===== config.mk =====
export PLATFORM = sky130hd
export DESIGN_NAME = ssp_frame_slave
export DESIGN_NICKNAME = d
export VERILOG_FILES = /design/src/rtl/ssp_frame_pkg.sv /design/src/rtl/ssp_sync_edge.sv /design/src/rtl/ssp_frame_slave.sv
export SDC_FILE = /design/constraint.sdc
export NUM_CORES = 1
export LEC_CHECK = 0
export CAP_MARGIN = 5
export CORE_ASPECT_RATIO = 0.6
export CORE_MARGIN = 2
export CORE_UTILIZATION = 29
export CTS_BUF_LIST = sky130_fd_sc_hd__clkbuf_8 sky130_fd_sc_hd__clkbuf_16
export CTS_CLUSTER_DIAMETER = 80
export CTS_CLUSTER_SIZE = 30
export DETAILED_ROUTE_END_ITERATION = 8
export MAX_ROUTING_LAYER = met4
export REMOVE_ABC_BUFFERS = 1
export SYNTH_ARGS = -nofsm -noshare
export SYNTH_HDL_FRONTEND = slang
export SYNTH_HIERARCHICAL = 1
export SYNTH_SLANG_ARGS = --single-unit

===== constraint.sdc =====
create_clock -name Clk -period 1.8 [get_ports Clk]
set_input_delay 0.36 -clock Clk [delete_from_list [all_inputs] [get_ports Clk]]
set_output_delay 0.36 -clock Clk [all_outputs]
set_load 0.02 [all_outputs]

===== src/rtl/ssp_frame_pkg.sv =====
// Shared state type and frame-geometry helpers for the SSP frame slave.
package ssp_frame_pkg;

    typedef enum logic [1:0] {IDLE, HDR, DATA, DONE} state_t;

    function automatic int unsigned hdr_len(input int unsigned ch_w, input int unsigned ra_w);
        return ch_w + ra_w + 1;
    endfunction

    function automatic int unsigned frm_len(input int unsigned ch_w, input int unsigned ra_w,
                                            input int unsigned data_w);
        return hdr_len(ch_w, ra_w) + data_w;
    endfunction

    // Parity bit that makes the total number of ones (data + parity) odd.
    function automatic logic odd_par(input logic [31:0] x);
        return ~^x;
    endfunction

endpackage


===== src/rtl/ssp_sync_edge.sv =====
// Two-flop synchroniser for an asynchronous pin with registered rise/fall pulses
// (three Clk cycles from pin change to pulse).
module ssp_sync_edge #(
    parameter logic RST_VAL = 1'b0
) (
    input  logic clk,
    input  logic rst,
    input  logic din,
    output logic rise,
    output logic fall
);

    logic ff1;
    logic ff2;
    logic ff3;

    always_ff @(posedge clk) begin
        if (rst) begin
            ff1  <= RST_VAL;
            ff2  <= RST_VAL;
            ff3  <= RST_VAL;
            rise <= 1'b0;
            fall <= 1'b0;
        end else begin
            ff1  <= din;
            ff2  <= ff1;
            ff3  <= ff2;
            rise <= ff2 & ~ff3;
            fall <= ~ff2 & ff3;
        end
    end

endmodule


===== src/rtl/ssp_frame_slave.sv =====
// SPI-mode-0 SSP frame slave: CH|RA|WnR|DATA frames become register write strobes and
// read requests on Clk. Optional odd-parity bit after DATA is enabled by SSP_PARITY_EN.
module ssp_frame_slave
    import ssp_frame_pkg::*;
#(
    parameter int unsigned DATA_W = 12,
    parameter int unsigned RA_W   = 3,
    parameter int unsigned CH_W   = 2
) (
    input  logic              Clk,
    input  logic              Rst,
    input  logic              SSP_SSEL,
    input  logic              SSP_SCK,
    input  logic              SSP_MOSI,
    output logic              SSP_MISO,
    output logic              SSP_OE,
    output logic [CH_W-1:0]   Reg_Ch,
    output logic [RA_W-1:0]   Reg_RA,
    output logic              Reg_WnR,
    output logic              Hdr_Vld,
    output logic              Rd_Req,
    input  logic [DATA_W-1:0] Rd_Data,
    output logic              Wr_Stb,
    output logic [DATA_W-1:0] Wr_Data,
`ifdef SSP_PARITY_EN
    output logic              Par_Err,
`endif
    output logic              Abort
);

`ifdef SSP_PARITY_EN
    localparam int unsigned PAR_W = 1;
`else
    localparam int unsigned PAR_W = 0;
`endif
    localparam int unsigned HDR_LEN = hdr_len(CH_W, RA_W);
    localparam int unsigned END_LEN = frm_len(CH_W, RA_W, DATA_W) + PAR_W;
    localparam int unsigned CNT_W   = $clog2(END_LEN + 1);
    localparam int unsigned TX_W    = DATA_W + PAR_W;
    localparam int unsigned RX_W    = (HDR_LEN > TX_W) ? HDR_LEN : TX_W;

    logic              ssel_rise, ssel_fall, sck_rise, sck_fall;
    logic [2:0]        mosi_pipe;
    state_t            state, state_nxt;
    logic [CNT_W-1:0]  bit_cnt, cnt_nxt;
    logic [RX_W-2:0]   rx_sr, rx_nxt;
    logic [RX_W-1:0]   rx_shift;
    logic [TX_W-1:0]   tx_sr, tx_nxt;
    logic              rd_ld, miso_nxt, oe_nxt, wnr_nxt, hdr_vld_nxt, rd_req_nxt;
    logic              wr_stb_nxt, abort_nxt, par_err_nxt;
    logic [CH_W-1:0]   ch_nxt;
    logic [RA_W-1:0]   ra_nxt;
    logic [DATA_W-1:0] wr_data_nxt;
    logic              par_err_q;

    ssp_sync_edge #(.RST_VAL(1'b1)) u_ssel_sync (
        .clk (Clk), .rst (Rst), .din (SSP_SSEL), .rise (ssel_rise), .fall (ssel_fall)
    );

    ssp_sync_edge #(.RST_VAL(1'b0)) u_sck_sync (
        .clk (Clk), .rst (Rst), .din (SSP_SCK), .rise (sck_rise), .fall (sck_fall)
    );

    // MOSI gets three stages so its level lines up with the SCK edge pulses.
    assign rx_shift = {rx_sr, mosi_pipe[2]};

    always_ff @(posedge Clk) begin
        if (Rst) begin
            mosi_pipe <= '0;
            state     <= IDLE;
            bit_cnt   <= '0;
            rx_sr     <= '0;
            tx_sr     <= '0;
            rd_ld     <= 1'b0;
            SSP_MISO  <= 1'b0;
            SSP_OE    <= 1'b0;
            Reg_Ch    <= '0;
            Reg_RA    <= '0;
            Reg_WnR   <= 1'b0;
            Hdr_Vld   <= 1'b0;
            Rd_Req    <= 1'b0;
            Wr_Stb    <= 1'b0;
            Wr_Data   <= '0;
            Abort     <= 1'b0;
            par_err_q <= 1'b0;
        end else begin
            mosi_pipe <= {mosi_pipe[1:0], SSP_MOSI};
            state     <= state_nxt;
            bit_cnt   <= cnt_nxt;
            rx_sr     <= rx_nxt;
            tx_sr     <= tx_nxt;
            rd_ld     <= Rd_Req;
            SSP_MISO  <= miso_nxt;
            SSP_OE    <= oe_nxt;
            Reg_Ch    <= ch_nxt;
            Reg_RA    <= ra_nxt;
            Reg_WnR   <= wnr_nxt;
            Hdr_Vld   <= hdr_vld_nxt;
            Rd_Req    <= rd_req_nxt;
            Wr_Stb    <= wr_stb_nxt;
            Wr_Data   <= wr_data_nxt;
            Abort     <= abort_nxt;
            par_err_q <= par_err_nxt;
        end
    end

`ifdef SSP_PARITY_EN
    assign Par_Err = par_err_q;
`endif

    always_comb begin
        state_nxt   = state;
        cnt_nxt     = bit_cnt;
        rx_nxt      = rx_sr;
        tx_nxt      = tx_sr;
        miso_nxt    = SSP_MISO;
        oe_nxt      = SSP_OE;
        ch_nxt      = Reg_Ch;
        ra_nxt      = Reg_RA;
        wnr_nxt     = Reg_WnR;
        hdr_vld_nxt = Hdr_Vld;
        rd_req_nxt  = 1'b0;
        wr_stb_nxt  = 1'b0;
        wr_data_nxt = Wr_Data;
        abort_nxt   = 1'b0;
        par_err_nxt = 1'b0;

        if (ssel_fall) oe_nxt = 1'b1;
        if (ssel_rise) oe_nxt = 1'b0;

        // Read data arrives the cycle after Rd_Req; parity (if any) trails the data bits.
        if (rd_ld) begin
`ifdef SSP_PARITY_EN
            tx_nxt = {Rd_Data, odd_par(32'(Rd_Data))};
`else
            tx_nxt = Rd_Data;
`endif
        end

        unique case (state)
            IDLE: begin
                miso_nxt = 1'b0;
                if (ssel_fall) begin
                    state_nxt = HDR;
                    cnt_nxt   = '0;
                    rx_nxt    = '0;
                    tx_nxt    = '0;
                end
            end
            HDR: begin
                miso_nxt = 1'b0;
                if (sck_rise) begin
                    rx_nxt  = rx_shift[RX_W-2:0];
                    cnt_nxt = bit_cnt + CNT_W'(1);
                    if (cnt_nxt == CNT_W'(HDR_LEN)) begin
                        state_nxt   = DATA;
                        ch_nxt      = rx_shift[HDR_LEN-1 -: CH_W];
                        ra_nxt      = rx_shift[RA_W:1];
                        wnr_nxt     = rx_shift[0];
                        hdr_vld_nxt = 1'b1;
                        rd_req_nxt  = ~rx_shift[0];
                    end
                end
            end
            DATA: begin
                if (sck_fall) begin
                    miso_nxt = tx_sr[TX_W-1];
                    tx_nxt   = tx_sr << 1;
                end
                if (sck_rise) begin
                    rx_nxt  = rx_shift[RX_W-2:0];
                    cnt_nxt = bit_cnt + CNT_W'(1);
                    if (cnt_nxt == CNT_W'(END_LEN)) begin
                        state_nxt = DONE;
                        if (Reg_WnR) begin
`ifdef SSP_PARITY_EN
                            if (^rx_shift[DATA_W:0]) begin
                                wr_stb_nxt  = 1'b1;
                                wr_data_nxt = rx_shift[DATA_W:1];
                            end else begin
                                abort_nxt   = 1'b1;
                                par_err_nxt = 1'b1;
                                hdr_vld_nxt = 1'b0;
                            end
`else
                            wr_stb_nxt  = 1'b1;
                            wr_data_nxt = rx_shift[DATA_W-1:0];
`endif
                        end
                    end
                end
            end
            DONE: begin
                // Surplus SCK edges are ignored and MISO keeps its last bit.
            end
        endcase

        // An SCK edge in the same cycle wins, so a just-completed frame is not aborted.
        if (ssel_rise && state != IDLE) begin
            hdr_vld_nxt = 1'b0;
            rd_req_nxt  = 1'b0;
            if (state_nxt != DONE) abort_nxt = 1'b1;
            state_nxt = IDLE;
        end
    end

endmodule


After elaboration in Yosys (flattened, before gate mapping)
Index checks and enable logic that the tools add are counted.
{ "totals": {"ff_bits": 68, "latchBits": 0, "ram_bits": 0, "rom_bits": 0, "input_bits": 17, "output_inout_bits": 24, "mem_count": 0} }
{ "classes": {"n_addsub": 1, "n_mul": 0, "n_div": 0, "magnitude_cmp": 0, "n_eq_ne": 8, "n_shift": 0, "mux": 20, "n_bitwise": 15, "n_reduce_logical": 16} }
{ "ops": {"columns": ["cell", "n"], "rows": [
  ["$mux 12", 3],
  ["$pmux 12 s2", 1],
  ["$mux 11", 2],
  ["$pmux 11 s2", 1],
  ["$not 1->1", 11],
  ["$mux 2", 5],
  ["$mux 5", 2],
  ["$pmux 5 s2", 1],
  ["$reduce_or 2->1", 5],
  ["$ne 2x1->1 const B", 3],
  ["$pmux 2 s3", 1],
  ["$reduce_and 3->1", 2],
  ["$reduce_bool 2->1", 3],
  ["$add 5x1->5 const B", 1],
  ["$eq 5x3->1 const B", 1],
  ["$eq 5x5->1 const B", 1],
  ["$reduce_or 5->1", 1],
  ["$and 1x1->1", 4],
  ["$reduce_and 4->1", 1],
  ["$reduce_or 4->1", 1],
  ["$mux 1", 3],
  ["$eq 2x1->1 const B", 1],
  ["$eq 2x2->1 const B", 1],
  ["$logic_not 2->1", 1],
  ["other kinds (4)", 4]
]} }

Depth between registers and ports, before layout
{ "depth": {"depth_word": 7, "mapped_depth": 9, "ltp_nobuf": 7} }

By module
The synthesis kept the hierarchy.
{ "by_module_without_submodules": {"columns": ["mod", "instances", "cells_per_inst", "area_each_um2", "seq_area_each_um2"], "rows": [
  ["ssp_frame_slave", 1, 266, 2471.1, 1161.1],
  ["ssp_sync_edge", 2, 10, 133.9, 100.1]
]} }

Worst setup path after synthesis
Ideal clock, no wire load.
{ "synth_path": {"path_type": "register to register", "from": "register state[0]", "to": "register bit_cnt[1]", "setup_ns": 0.071, "arrival_time_ns": 1.924, "path_slack_ns": -0.195, "path_stages_with_launch": 9, "path_buffers": 2, "synth_period_minus_slack_ns": 1.995, "path_cell_list": "dfxtp_1 -> inv_1 -> ha_1 -> buf_6 -> nor2b_1 -> or3_1 -> clkbuf_1 -> or3_1 -> a21oi_1"} }
{ "synth_between": {"elab_chain_len": 4, "word_cells_on_any_way": 9} }
{ "synth_rtl": {"columns": ["item", "line_no", "text"], "rows": [
  ["start, declared", "ssp_frame_slave.sv:44", "state_t state, state_nxt;"],
  ["start signal, assigned", "ssp_frame_slave.sv:88", "state <= state_nxt;"],
  ["$eq 2x2->1 or $eq 2x1->1 (tied branches)", "ssp_frame_slave.sv:140", "unique case (state)"],
  ["$reduce_or 2->1 (no source line)", null, null],
  ["$ne 2x1->1 (no source line) or $reduce_bool 2->1 (tied branches)", null, null],
  ["$reduce_and 3->1 (no source line)", null, null],
  ["end signal, assigned", "ssp_frame_slave.sv:89", "bit_cnt <= cnt_nxt;"],
  ["end, declared", "ssp_frame_slave.sv:45", "logic [CNT_W-1:0] bit_cnt, cnt_nxt;"]
]} }
Several ways; a longest one is shown, not always the timed one.
A chain may end at the register's enable or synchronous reset.

Final worst setup path
Ends and elaborated chain as after synthesis.

==> results.md <==
* Status: finished, violations left
* Failing checks: setup timing
* Tmin final at 1820 ps
* P_leak at between 0.001 and 0.0015 µW
* First-pass GRT wire length at 10300 µm
* DRT antenna net count at 0
* TritonRoute pass-1 iters at 4
* Max_cap viols at 0
* CTS tree: done
* I/O pin count at 41
* VDD IR-drop max at 0.448 mV
* Initial Utilization at 0.298
* CP peak stage delay at approximately 400 ps
* Seq/Total Area, Yosys at 0.497
* Most instantiated cells after synthesis: 68 x dfxtp_1, 36 x nor2_1, 29 x nand2_1
* FILL cells at 921
* Clk Latency, worst-skew pair at about 320 ps
* CTS buffer count at 9
* Clk Tree Root Cell: clkbuf_16
* Post-Synthesis Cell Area at 0.00274 mm²
* Pwr Density at around 890 mW/mm²
* Ranking of synthesized cells by area: dfxtp_1 50%, mux2i_1 9.1%, nor2_1 4.9%, nand2_1 4.0%, a21oi_1 3.1%
* N_diodes at 0
* Worst Path Arrival at between 2000 and 2500 ps
* CP cell instances: inv_1 > ha_2 > nor2b_2 > buf_4 > or3_4 > or3_4 > a21oi_2
* Final setup vio count at 1
* Seq cells post-synth at 68
* GRT Total Usage at 0.135
* Relative max-transition margin at 0.748
* Worst-Margin Slew at 378 ps
* Final hold violations at 0
* Largest net degree at the start of global routing at 31
* Mapped Cells at 286
* CTS max path bufs at 2
* Core ar. at 0.00919 mm²
* Ratio of cells with drive above 1 in the final layout at 0.185
* Required time worst endpoint at between 2000 and 2500 ps
* First DRT Iteration DRCs at 94
* Tightest Hold Check Type: flop to flop
* H-tree levels at 3
* EDFF count, synth at 0
* Overflow after GRT at 0
* # DRC at 0
* Placed inst area at 0.00340 mm²
* Worst-path clk slew at approximately 50 ps
* Gpl congestion at between 0.8 and 0.9
* Die X-Extent at 129 µm
* Area occupied by multi-input gates at 0.00131 mm²
* Seq. cell area at 0.00136 mm²
* Via count at between 2000 and 2500
* CP most frequent cell: or3_4
* Final Cell Area at 0.00376 mm²
* Layout area overhead at 37.3%
* Drt wl/cell at 13.0 µm
* YS warnings at 6
* Syn avg cell area at approximately 9.6 µm²
* Via-to-Cell Ratio at 4.49
* Crit-path max FO at 6
* Crit path capture type: flop
* Count leader, synth: dfxtp_1
* Startpoint types: flop
* Nets at 371
* Top FF cell, synth: dfxtp_1
* Final Skew at 5.04 ps
* Slowest-stage cell, CP: or3_4
* Setup ws final at -19.3 ps
* Rows at 27
* Pre-CTS worst setup slack at -43.2 ps
* Power, Total at 3350 µW
* Final cell count without fillers at 482
* Max frequency at ~550 MHz
* Top delay family on crit path: simple AND/OR/NAND/NOR gates
* Initial antenna violation count at 0
* Yosys cell types at 38
* Vias in the first global route at 2062
* Crit Path Class: flop to flop
* Async SR Flop Fraction at 0
* DPL Wire Length at 4350 µm
* Final wirelength at 6280 µm
* Die Y at 79.3 µm
* RSZ-0062 raised after global routing: true
* Yosys top cell by area: dfxtp_1
* WP buf/inv at 2
* Top cell type's share of synthesized area at 0.497
* Die ar. at just over 0.01 mm²
* Port Buffer Count at 40
* Placed cell count at roughly 470
* CTS sink cnt at 68
* Hold slack final at 408 ps
* Crit share post-route at 1.01
* Pins Over Slew Limit at 0
## metal layers
metal,part of all wire,global-route usage
met5,0,-
met4,0.015,0.0527
met3,0.053,0.0458
met2,0.38,0.167
met1,0.55,0.197
## kinds of logic after synthesis
logic type               share of synthesized area
AND/OR/NAND/NOR                              0.211
buffers and inverters                       0.0411
XOR/XNOR                                   0.00914
flip-flops                                   0.497
multiplexers                                 0.112
AO/OA/AOI/OAI                                0.102
adder cells (fa/ha/maj)                     0.0274
## power by group
part | switching (µW) | internal (µW)
logic | 76.0 | 68.3
registers | 6.07 | 1520
clock network | 597 | 1080
total | 679 | 2670
## state kept, by name, indices dropped and copies added, names as in the netlist, 2 cells and up
| signal | cells |
|---|---|
| Wr_Data | 12 |
| Reg_RA | 3 |
| bit_cnt | 5 |
| Reg_Ch | 2 |
| state | 2 |
| tx_sr | 12 |
| rx_sr | 11 |
| mosi_pipe | 3 |
## cells in the final DEF, fill, tap and decap left out, types with 3 or more instances in the layout
cell type,instances
mux2i_1,25
inv_1,11
o21ai_1,5
a22oi_1,5
nor2b_1,9
clkbuf_16,9
buf_4,24
o21ai_0,5
nor2_1,36
mux2_2,5
dfxtp_1,66
ha_2,3
nor3b_1,5
ha_1,3
a32oi_1,3
nand2_1,29
nand3_1,13
a21oi_1,16
clkdlybuf4s50_1,38
or2_1,3
## cell type report
class | instances | share of cell area
tap | 130 | 0.0433
multi-input combinational | 195 | 0.349
sequential | 68 | 0.363
timing repair buffer | 66 | 0.161
clock inverter | 5 | 0.0123
clock buffer | 10 | 0.0636
inverter | 8 | 0.00799
## repair_timing
item / in CTS / in global routing
setup endpoints to repair: 4 / 32
cloned: 0 / 0
resized for setup: 8 / 8
setup buffers: 0 / 1
pin swaps: 2 / 4
hold buffers: 0 / 0
## worst paths after layout
| check | endpoint | depth (start not counted) | slack, ps | from |
|---|---|---|---|---|
| worst max register to register | bit_cnt[1]$_SDFFE_PP0P_ | 7 | -20 | state[0]$_SDFF_PP0_ |
| worst min-delay path | u_ssel_sync/rise$_SDFF_PP0_ | 1 | 410 | u_ssel_sync/ff3$_SDFF_PP1_ |
| worst min register to register | u_ssel_sync/rise$_SDFF_PP0_ | 1 | 410 | u_ssel_sync/ff3$_SDFF_PP1_ |
| worst max-delay path | bit_cnt[1]$_SDFFE_PP0P_ | 7 | -20 | state[0]$_SDFF_PP0_ |
## stage by stage
step                      TNS, ps   util
after floorplan             -3920      -
after global placement          0  0.370
after detailed placement    -74.1  0.370
after CTS                       0  0.404
after global routing         -224  0.409
final                       -19.3  0.409
Power figures use the tool's default switching activity.
